[src/rtl/norm_24bits.sv]
// Two-stage pipelined 24-bit mantissa normalizer with valid/ready flow control.
// Define NORM_SUBNORMAL_EN for gradual underflow; otherwise underflows flush to zero.
module norm_24bits #(
  parameter int EXP_W = 8
) (
  input  logic             clk,
  input  logic             rst,
  input  logic             in_valid,
  output logic             in_ready,
  input  logic [23:0]      in_mant,
  input  logic [EXP_W-1:0] in_exp,
  output logic             out_valid,
  input  logic             out_ready,
  output logic [23:0]      out_mant,
  output logic [EXP_W-1:0] out_exp,
  output logic             out_zero,
  output logic             out_sub
);

  localparam int CW = (EXP_W > 5) ? EXP_W : 5;

  // Leading-zero count: six nibble counters feeding a group priority encoder.
  logic [5:0] grp_nz;
  logic [1:0] grp_lz [6];
  logic [4:0] lz;

  for (genvar g = 0; g < 6; g++) begin : g_grp
    logic [3:0] nib;
    assign nib       = in_mant[23-4*g -: 4];
    assign grp_nz[g] = |nib;
    assign grp_lz[g] = nib[3] ? 2'd0 :
                       nib[2] ? 2'd1 :
                       nib[1] ? 2'd2 : 2'd3;
  end

  always_comb begin
    lz = 5'd24;
    // Scan from the least significant group so the most significant nonzero group wins.
    for (int g = 5; g >= 0; g--) begin
      if (grp_nz[g]) lz = 5'(4 * g) + {3'b000, grp_lz[g]};
    end
  end

  logic             s1_valid;
  logic [23:0]      s1_mant;
  logic [EXP_W-1:0] s1_exp;
  logic [4:0]       s1_lz;

  logic s1_accept, s2_load;

  assign in_ready  = ~s1_valid | ~out_valid | out_ready;
  assign s1_accept = in_valid & in_ready;
  assign s2_load   = s1_valid & (~out_valid | out_ready);

  // Normalization of the S1 operand, registered into S2.
  logic [CW-1:0]    exp_ext, lz_ext;
  logic [23:0]      n_mant;
  logic [EXP_W-1:0] n_exp;
  logic             n_zero;

  assign exp_ext = CW'(s1_exp);
  assign lz_ext  = CW'(s1_lz);

`ifdef NORM_SUBNORMAL_EN
  logic       n_sub;
  logic [4:0] sub_shift;

  // Only used when s1_exp <= s1_lz <= 23, so the shift always fits in 5 bits.
  assign sub_shift = (s1_exp == '0) ? 5'd0 : 5'(s1_exp - 1'b1);
`endif

  always_comb begin
    n_mant = '0;
    n_exp  = '0;
    n_zero = 1'b0;
`ifdef NORM_SUBNORMAL_EN
    n_sub  = 1'b0;
`endif
    if (s1_mant == '0) begin
      n_zero = 1'b1;
    end else if (exp_ext > lz_ext) begin
      n_exp  = s1_exp - EXP_W'(s1_lz);
      n_mant = s1_mant << s1_lz;
    end else begin
`ifdef NORM_SUBNORMAL_EN
      n_sub  = 1'b1;
      n_mant = s1_mant << sub_shift;
`else
      n_zero = 1'b1;
`endif
    end
  end

  // NOTE: nonblocking (<=) so both stages sample pre-edge values and advance together.
  always_ff @(posedge clk) begin
    if (rst) begin
      s1_valid  <= 1'b0;
      s1_mant   <= '0;
      s1_exp    <= '0;
      s1_lz     <= '0;
      out_valid <= 1'b0;
      out_mant  <= '0;
      out_exp   <= '0;
      out_zero  <= 1'b0;
    end else begin
      if (s1_accept) begin
        s1_valid <= 1'b1;
        s1_mant  <= in_mant;
        s1_exp   <= in_exp;
        s1_lz    <= lz;
      end else if (s2_load) begin
        s1_valid <= 1'b0;
      end

      if (s2_load) begin
        out_valid <= 1'b1;
        out_mant  <= n_mant;
        out_exp   <= n_exp;
        out_zero  <= n_zero;
      end else if (out_ready) begin
        out_valid <= 1'b0;
      end
    end
  end

`ifdef NORM_SUBNORMAL_EN
  always_ff @(posedge clk) begin
    if (rst)          out_sub <= 1'b0;
    else if (s2_load) out_sub <= n_sub;
  end
`else
  assign out_sub = 1'b0;
`endif

endmodule
[config.mk]
export PLATFORM = sky130hd
export DESIGN_NAME = norm_24bits
export DESIGN_NICKNAME = d
export VERILOG_FILES = /design/src/rtl/norm_24bits.sv
export SDC_FILE = /design/constraint.sdc
export NUM_CORES = 1
export LEC_CHECK = 0
export CAP_MARGIN = 10
export CORE_ASPECT_RATIO = 0.7
export CORE_MARGIN = 8
export CORE_UTILIZATION = 40
export DETAILED_ROUTE_END_ITERATION = 8
export PLACE_DENSITY = 0.71
export SYNTH_ARGS = -nofsm -noshare
export SYNTH_HDL_FRONTEND = slang
export SYNTH_SLANG_ARGS = --single-unit
[constraint.sdc]
create_clock -name clk -period 2.3 [get_ports clk]
set_input_delay 0.345 -clock clk [delete_from_list [all_inputs] [get_ports clk]]
set_output_delay 0.345 -clock clk [all_outputs]
set_load 0.01 [all_outputs]
## After elaboration in Yosys (flattened, before gate mapping)

Cells that the tools add are included.

| storage, ports and cells | value |
|---|---|
| word-level logic and storage cells | 66 |
| register bits after elaboration | 72 |
| memory bits (writable) | 0 |
| output and inout bits | 36 |
| bits in latches | 0 |
| memory bits (read-only) | 0 |
| memories | 0 |
| bits of input ports | 36 |

| operators by class | value |
|---|---|
| reduce and logical (&&, ||, !) cells | 9 |
| shift-type cells | 1 |
| $lt $le $gt $ge | 1 |
| divide/modulo/power cells | 0 |
| mux-type cells | 34 |
| add/sub/neg operators | 6 |
| equal/unequal tests | 0 |
| bitwise operators | 7 |
| multipliers | 0 |

Operators with widths:

| kind | count |
|---|---|
| $mux 24 | 2 |
| $mux 5 | 6 |
| $logic_not 24->1 | 1 |
| $mux 2 | 12 |
| $reduce_or 4->1 | 6 |
| $shl 24x5->24 | 1 |
| $mux 8 | 2 |
| $mux 1 | 12 |
| $add 4x2->5 const A | 2 |
| $add 5x2->5 const A | 2 |
| $gt 8x5->1 | 1 |
| $sub 8x5->8 | 1 |
| $add 3x2->4 const A | 1 |
| $reduce_bool 2->1 | 2 |
| $or 1x1->1 | 3 |
| $and 1x1->1 | 2 |
| $not 1->1 | 2 |

## Logic depth before layout (Yosys ltp)

Gate-level depths: netlist (run 1).

| logic depth | value |
|---|---|
| depth in word-level cells | 10 |
| mapped depth | 11 |
| gate-level depth less buffers | 9 |

## Worst setup path after synthesis (run 1)

OpenSTA, ideal clock, no wires.

| timing path | value |
|---|---|
| path kind | register to register |
| start | register s1_lz[4] |
| end | register out_mant[13] |
| arrival time | 2.470 ns |
| cell stages (with the launch flop) | 11 |
| path slack | -0.240 ns |
| required time | 2.230 ns |
| period minus slack after synthesis | 2.540 ns |
| setup time | 0.070 ns |
| path buffers | 2 |
| path through | dfxtp_1 clkinv_1 clkbuf_1 ha_1 o21ai_1 a21oi_2 o21ai_1 or2_1 buf_6 or4_1 a21oi_1 |

| between the ends | value |
|---|---|
| cells in the longest elaborated chain, start to end | 3 |
| elaborated cells on any way between the ends | 4 |
| those cells by class | order compare (1); shift (1); mux (2) |

Ends and longest elaborated chain:

| element | RTL line | RTL |
|---|---|---|
| start: declaration | 47 | `logic [4:0] s1_lz;` |
| start signal: assignment | 110 | `s1_lz <= lz;` |
| $gt 8x5->1 or $shl 24x5->24 (tied branches) | 81, 83 |  |
| $mux 24 * | 81 | `end else if (exp_ext > lz_ext) begin` |
| $mux 24 * | 79 | `if (s1_mant == '0) begin` |
| end signal: assignment | 117 | `out_mant <= n_mant;` |
| end: declaration | 14 | `output logic [23:0] out_mant,` |

Every way passes the cells marked *; elsewhere a longest branch is shown, timed or not.
A chain may end at the register's enable or synchronous reset.

## Final worst setup path (run 1)

| timing path | value |
|---|---|
| start | register s1_exp[0], in the netlist exp_ext[0] |
| end | register out_mant[13] |

| between the ends | value |
|---|---|
| cells in the longest elaborated chain, start to end | 3 |

Ends and longest elaborated chain:

| element | RTL line | RTL |
|---|---|---|
| start: declaration | 46 | `logic [EXP_W-1:0] s1_exp;` |
| start signal: assignment | 109 | `s1_exp <= in_exp;` |
| $gt 8x5->1 | 81 |  |
| $mux 24 | 81 |  |
| $mux 24 | 79 |  |

No other way between the ends.

==> results of run 1 <==
[cells by family (layout without fill, tap and decap cells)]
| group | after synthesis | after routing |
|---|---|---|
| other | 1 | 1 |
| XOR/XNOR | 1 | 1 |
| buffers and inverters | 53 | 134 |
| AND/OR/NAND/NOR | 207 | 207 |
| flip-flops | 72 | 72 |
| AO/OA/AOI/OAI | 136 | 136 |
| multiplexers | 48 | 48 |
| adder cells (fa/ha/maj) | 6 | 6 |
[routing by layer]
metal  GRT usage (%)  vias to the layer above  part of all wire (%)
met2            29.3                      162                    45
met3            4.87                       15                   6.9
met5               0                        -                     0
met1            23.9                     1979                    48
met4            5.99                        0                   1.1
li1                -                     2040                     -
[Yosys cell counts (all sizes together), types with 6 or more instances]
cell type | count | area share (%)
nand2 | 101 | 9.0
a21oi | 60 | 7.2
o21ai | 16 | 1.9
nand2b | 8 | 1.2
a32oi | 12 | 2.5
mux4 | 10 | 5.4
mux2 | 12 | 3.3
buf | 9 | 1.8
a211oi | 6 | 1.1
dfxtp | 72 | 34
inv | 16 | 1.4
nor4 | 11 | 1.6
clkbuf | 27 | 2.4
nor3 | 10 | 1.2
mux2i | 26 | 6.5
nor2 | 54 | 4.8
[stage by stage]
stage / hold WS [ns] / instance area, µm² / total power (µW) / setup slack (ns) / utilization [%]
global route: 0.467 / 5510 / 3580 / 0.0110 / 53.6
global placement: 0.443 / 5180 / 1980 / 0.0642 / 50.4
finish: 0.454 / 5510 / 3450 / 0.0894 / 53.6
floorplan: 0.436 / 4240 / 1730 / 0.00525 / -
detailed placement: 0.448 / 5180 / 1990 / 0.00406 / 50.4
CTS: 0.454 / 5500 / 3460 / 0.0849 / 53.5
[worst register-to-register path, cell delays in order, from the launching register on]
cell,delay [ns]
dfxtp_2,0.32
inv_1,0.04
ha_2,0.18
fa_2,0.37
nand2b_4,0.16
a21oi_2,0.15
o21ai_1,0.08
or2_1,0.29
or4_1,0.41
a21oi_1,0.14
[placed cells by master (no fill, tap or decap), types with 4 or more instances in the layout]
master / n
nand2b_1: 7
nand2_1: 101
clkbuf_16: 9
o31ai_1: 5
nor3_1: 10
clkdlybuf4s50_1: 69
nor2_1: 54
a22oi_1: 4
nor4_1: 11
buf_4: 30
a32oi_1: 12
o21ai_0: 13
inv_1: 15
a21oi_1: 59
mux4_2: 10
mux2i_1: 25
nand4_1: 5
a2bb2oi_1: 5
dfxtp_1: 69
mux2_2: 11
a211oi_1: 5
[layout make-up]
cell class / instances / area (µm²)
inverter: 17 / 65.1
clock inverter: 3 / 68.8
sequential: 72 / 1450
clock buffer: 11 / 233
fill: 950 / 4770
timing repair buffer: 103 / 972
multi-input combinational: 399 / 2560
tap: 132 / 165
[worst paths after layout]
kind                           startpoint                         to  slack [ns]  depth (start not counted)
setup / recovery  exp_ext[0]$_SDFFE_PP0P_  out_mant[13]$_SDFFE_PP0P_        0.09                          9
hold / removal    out_exp[7]$_SDFFE_PP0P_    out_exp[7]$_SDFFE_PP0P_        0.45                          2
setup reg to reg  exp_ext[0]$_SDFFE_PP0P_  out_mant[13]$_SDFFE_PP0P_        0.09                          9
hold reg to reg   out_exp[7]$_SDFFE_PP0P_    out_exp[7]$_SDFFE_PP0P_        0.45                          2
[power by group through the flow]
stage / Combinational [µW] / Sequential (µW) / Clock (µW)
global placement: 595 / 1380 / 0
detailed placement: 607 / 1390 / 0
global route: 676 / 1370 / 1540
floorplan: 359 / 1380 / 0
finish: 622 / 1360 / 1470
CTS: 615 / 1360 / 1480
[sequential cells by signal (all words and copies together), names as in the netlist]
register   count
out_zero       1
s1_lz          5
exp_ext        8
out_valid      1
out_exp        8
s1_valid       1
s1_mant       24
out_mant      24
[timing repair]
action | in CTS | in global routing
gates resized for setup | 2 | 4
pin swaps | 6 | 0
buffers inserted | 1 | 0
endpoints found under the setup margin | 1 | 5
==> summary.md, run 1 <==
| Metric | Value |
|---|---|
| Post-synthesis mux area share | 15.2% |
| Diode count | 0 |
| Fmax | 452 MHz |
| Num CTS Buffers | 9 |
| Initial antenna violation count | 0 |
| Final Cycle Share | 96.1% |
| H-tree Lvls | 3 |
| Grt ovf | 0 |
| Area Overhead vs Synth | 31.2% |
| Dpl hpwl | 9840 µm |
| Setup crit start kind | flop |
| Clock power frac | 42.6% |
| Row count | 31 |
| Mean post-synth cell area | 8.01 µm² |
| Total GRT Usage | 18.4% |
| Internal | 2550 µW |
| CP cell instances | inv_1 > ha_2 > fa_2 > nand2b_4 > a21oi_2 > o21ai_1 > or2_1 > or4_1 > a21oi_1 |
| CP Class | reg -> reg |
| Buf/Inv on CP | 1 |
| CP required | 2.58 ns |
| Final GP Congestion | 0.897 |
| Slew @ Worst Pin | 0.575 ns |
| Comb power frac | 18.0% |
| Post-Synth Simple-Gate Area | 21.4% |
| Final #Nets | 644 |
| # DRC | 0 |
| Flop pwr share | 39.4% |
| Status | finished clean |
| CTS Hold Bufs | 0 |
| DP Cell Count | 722 |
| Yosys reg bits | 72 |
| Hold Violations, Final | 0 |
| CTS Sinks | 72 |
| Asr flop ratio synth | 0% |
| Max-cap violation count | 0 |
| Main combinational cell family by area after synthesis | simple AND/OR/NAND/NOR gates |
| Synth Instances | 524 |
| Share of cells above drive strength 1 | 13.6% |
| Clock period minus worst slack | 2.21 ns |
| Max_slew headroom | 61.3% |
| P per Cell Area | 627 mW/mm² |
| Synth Warn # | 0 |
| Die footprint | 0.0141 mm² |
| First-pass GRT wire length | 21300 µm |
| Layout Cells excl Fill | 737 |
| Peak supply drop | 0.402 mV |
| Post-Syn Area | 0.00420 mm² |
| Final WL | 13000 µm |
| Clock-pin slew on the worst setup and hold paths | 0.06 ns |
| CP peak stage delay | 0.41 ns |
| TritonRoute pass-1 iters | 5 |
| Worst Setup End Kind | flop |
| Hold Crit Class | reg -> reg |
| ANT nets after route | 0 |
| P_sw | 907 µW |
| Sequential cell area fraction in the yosys report | 34.3% |
| Sum Neg Setup Slack | 0 ns |
| Post-synth net total | 566 |
| Number of synthesized flops with an enable pin | 0 |
| Total number of vias | 4196 |
| IO buf count | 70 |
| Core ar. | 0.0103 mm² |
| Clk_lat worst skew | 0.34 ns |
| Via density | 5.69 |
| Die extent in y | 102 µm |
| CTS tree | built |
| Area fraction in compound gates after synthesis | 21.1% |
| Count of cell types in the netlist | 62 |
| Die width | 138 µm |
| I/O pins | 72 |
| 1st-iter DRT viols | 381 |
| Synth Area in XOR/XNOR | 0.209% |
| Number of global-route vias before repair | 4247 |
| Largest net degree at the start of global routing | 30 |
| Data arrival, critical path | 2.49 ns |
| Switching Share | 26.3% |
| CP top delay family | simple AND/OR/NAND/NOR gates |
| Root Buffer | clkbuf_16 |
| Pins Over Slew Limit | 0 |
| CTS Buffer Depth | 2 |
| Top_reg_cell synth | dfxtp_1 |
| Synth Area in Adders | 1.97% |
| RSZ-0062 raised after global routing | false |
| Leakage | 0.00205 µW |
| Drt wl/cell | 17.7 µm |
| Crit Path Max Fanout | 4 |
| Slowest CP cell | or4_1 |
| Initial Utilization | 40.8% |
| Final number of setup-violating endpoints | 0 |
| Final Skew | 0.00307 ns |
(Power assumes the default switching activity.)
==> run 2: changes to the inputs <==
--- a/config.mk
+++ b/config.mk
@@ -8,9 +8,9 @@
 export CAP_MARGIN = 10
 export CORE_ASPECT_RATIO = 0.7
 export CORE_MARGIN = 8
-export CORE_UTILIZATION = 40
+export CORE_UTILIZATION = 48
 export DETAILED_ROUTE_END_ITERATION = 8
-export PLACE_DENSITY = 0.71
+export PLACE_DENSITY = 0.81
 export SYNTH_ARGS = -nofsm -noshare
 export SYNTH_HDL_FRONTEND = slang
 export SYNTH_SLANG_ARGS = --single-unit
==> run 2 against run 1 <==
Utilization up 11 points; cell count down 1.2%; highest routed layer unchanged; setup slack worse by 0.032 ns; first-iteration DRC count up 23%; clock skew up 0.0061 ns.
==> summary.md, run 2 (synthesized netlist as in run 1, its figures left out) <==
| Metric | Value |
|---|---|
| Status | finished clean |
| Root Buffer | clkbuf_16 |
| Number of global-route vias before repair | 4187 |
| Core ar. | 0.00848 mm² |
| Die footprint | 0.0120 mm² |
| Leading cell type in the layout, fill and taps excluded | nand2_1 |
| Final WL | 12600 µm |
| Total number of vias | 4312 |
| Die extent in y | 94.2 µm |
| Total GRT Usage | 21.4% |
| Leakage | 0.00207 µW |
| P per Cell Area | 616 mW/mm² |
| Final #Nets | 645 |
| Area of the multi-input gates | 0.00257 mm² |
| IO buf count | 70 |
| Num CTS Buffers | 9 |
| H-tree Lvls | 3 |
| HP Start | rst |
| CP top delay family | simple AND/OR/NAND/NOR gates |
| CTS Buffer Depth | 2 |
| Setup bufs post-CTS | 0 |
| Peak supply drop | 0.593 mV |
| Crit Path Max Fanout | 4 |
| CP required | 2.58 ns |
| CTS Sinks | 72 |
| Max-cap violation count | 0 |
| Commonest cells after routing, fill and taps aside | 101 x nand2_1, 69 x dfxtp_1, 69 x clkdlybuf4s50_1, 58 x a21oi_1, 54 x nor2_1 |
| FF/Latch Area | 0.00145 mm² |
| Clock period minus worst slack | 2.24 ns |
| First-pass GRT wire length | 20800 µm |
| 1st-iter DRT viols | 470 |
| Final Cycle Share | 97.5% |
| Met3 routed WL | 977 µm |
| Sum Neg Setup Slack | 0 ns |
| CP Class | reg -> reg |
| Area Overhead vs Synth | 31.4% |
| Data arrival, critical path | 2.53 ns |
| Initial Utilization | 49.5% |
| Setup crit start kind | flop |
| Hold Crit Class | in -> reg |
| Fillers | 730 |
| Slowest CP cell | or4_4 |
| CTS Hold Bufs | 0 |
| Hold depth | 2 |
| CP cell instances | inv_1 > ha_2 > fa_2 > nand2b_4 > a21oi_4 > o21ai_2 > or2_4 > or4_4 > a21oi_2 |
| CP peak stage delay | 0.51 ns |
| Final Skew | 0.00916 ns |
| Dpl hpwl | 9570 µm |
| Pins Over Slew Limit | 0 |
| Largest net degree at the start of global routing | 36 |
| Worst hold margin | 0.450 ns |
| Drt wl/cell | 17.3 µm |
| Die width | 128 µm |
| Buf/Inv on CP | 1 |
| Row count | 28 |
| Max layer used | met4 |
| Fmax | 446 MHz |
| Hold Violations, Final | 0 |
| Final number of setup-violating endpoints | 0 |
| # DRC | 0 |
| Biggest regs | out_mant x24, s1_mant x24 |
| TritonRoute pass-1 iters | 5 |
| FF-to-FF path depth | 9 |
| Clk_lat worst skew | 0.35 ns |
| Worst R2R Setup Slack | 0.06 ns |
| Diode count | 0 |
| Slew @ Worst Pin | 0.508 ns |
| Max_slew headroom | 66.0% |
| Grt ovf | 0 |
| Metal2 WL | 5610 µm |
| ANT nets after route | 0 |
| Clock-pin slew on the worst setup and hold paths | 0.06 ns |
| CTS tree | built |
| M1 WL | 5820 µm |
| I/O pins | 72 |
| Share of cells above drive strength 1 | 14.8% |
| Initial antenna violation count | 0 |
| WHS Endpoint | s1_mant[21]$_SDFFE_PP0P_ |
| Final GP Congestion | 0.963 |
| Via density | 5.92 |
| Worst Setup End Kind | flop |
| Reg2reg start | exp_ext[0]$_SDFFE_PP0P_ |
| Reg2reg end | out_mant[13]$_SDFFE_PP0P_ |
## run 2: worst max path at each step
stage / slack [ns] / from / to / depth (start not counted)
floorplan: 0.005 / s1_lz[3]$_SDFFE_PP0P_ / out_mant[13]$_SDFFE_PP0P_ / 11
global placement: 0.08 / exp_ext[0]$_SDFFE_PP0P_ / out_mant[15]$_SDFFE_PP0P_ / 10
detailed placement: 0.03 / exp_ext[0]$_SDFFE_PP0P_ / out_mant[13]$_SDFFE_PP0P_ / 9
CTS: 0.02 / exp_ext[0]$_SDFFE_PP0P_ / out_mant[15]$_SDFFE_PP0P_ / 10
global route: -0.01 / exp_ext[0]$_SDFFE_PP0P_ / out_mant[13]$_SDFFE_PP0P_ / 9
finish: 0.06 / exp_ext[0]$_SDFFE_PP0P_ / out_mant[13]$_SDFFE_PP0P_ / 9
## run 2: timing repair
action / 4_1_cts / 5_1_grt
endpoints found under the setup margin: 0 / 5
gates resized for setup: 0 / 8
endpoints found under the hold margin: 0 / 0
## run 2: routing by layer
metal  up-vias  global-route usage (%)
met5         -                       0
met4         0                    6.40
met2       173                    33.5
li1       2045                       -
met3        22                    5.73
met1      2072                    28.3
## run 2: layout make-up
type	count	share of cell area (%)
multi-input combinational	399	46.7
tap	120	2.72
clock inverter	7	1.43
inverter	17	1.18
clock buffer	9	4.08
sequential	72	26.2
timing repair buffer	104	17.7
## run 2: power by group
| part | switching [µW] | leakage, µW | internal (µW) |
|---|---|---|---|
| registers | 59.7 | 0.000589 | 1300 |
| clock network | 564 | 0.000150 | 850 |
| logic | 315 | 0.00133 | 308 |
## run 2: per-stage QoR
step           instances  setup WS, ns  area, µm²  utilization [%]  total power (µW)
2_1_floorplan        524       0.00525       4240                -              1730
3_3_place_gp         712        0.0837       5180             61.1              1980
3_5_place_dp         712        0.0321       5180             61.1              1990
4_1_cts              728        0.0192       5490             64.7              3390
5_1_grt              728       -0.0109       5510             65.0              3530
6_report             728        0.0577       5510             65.0              3400
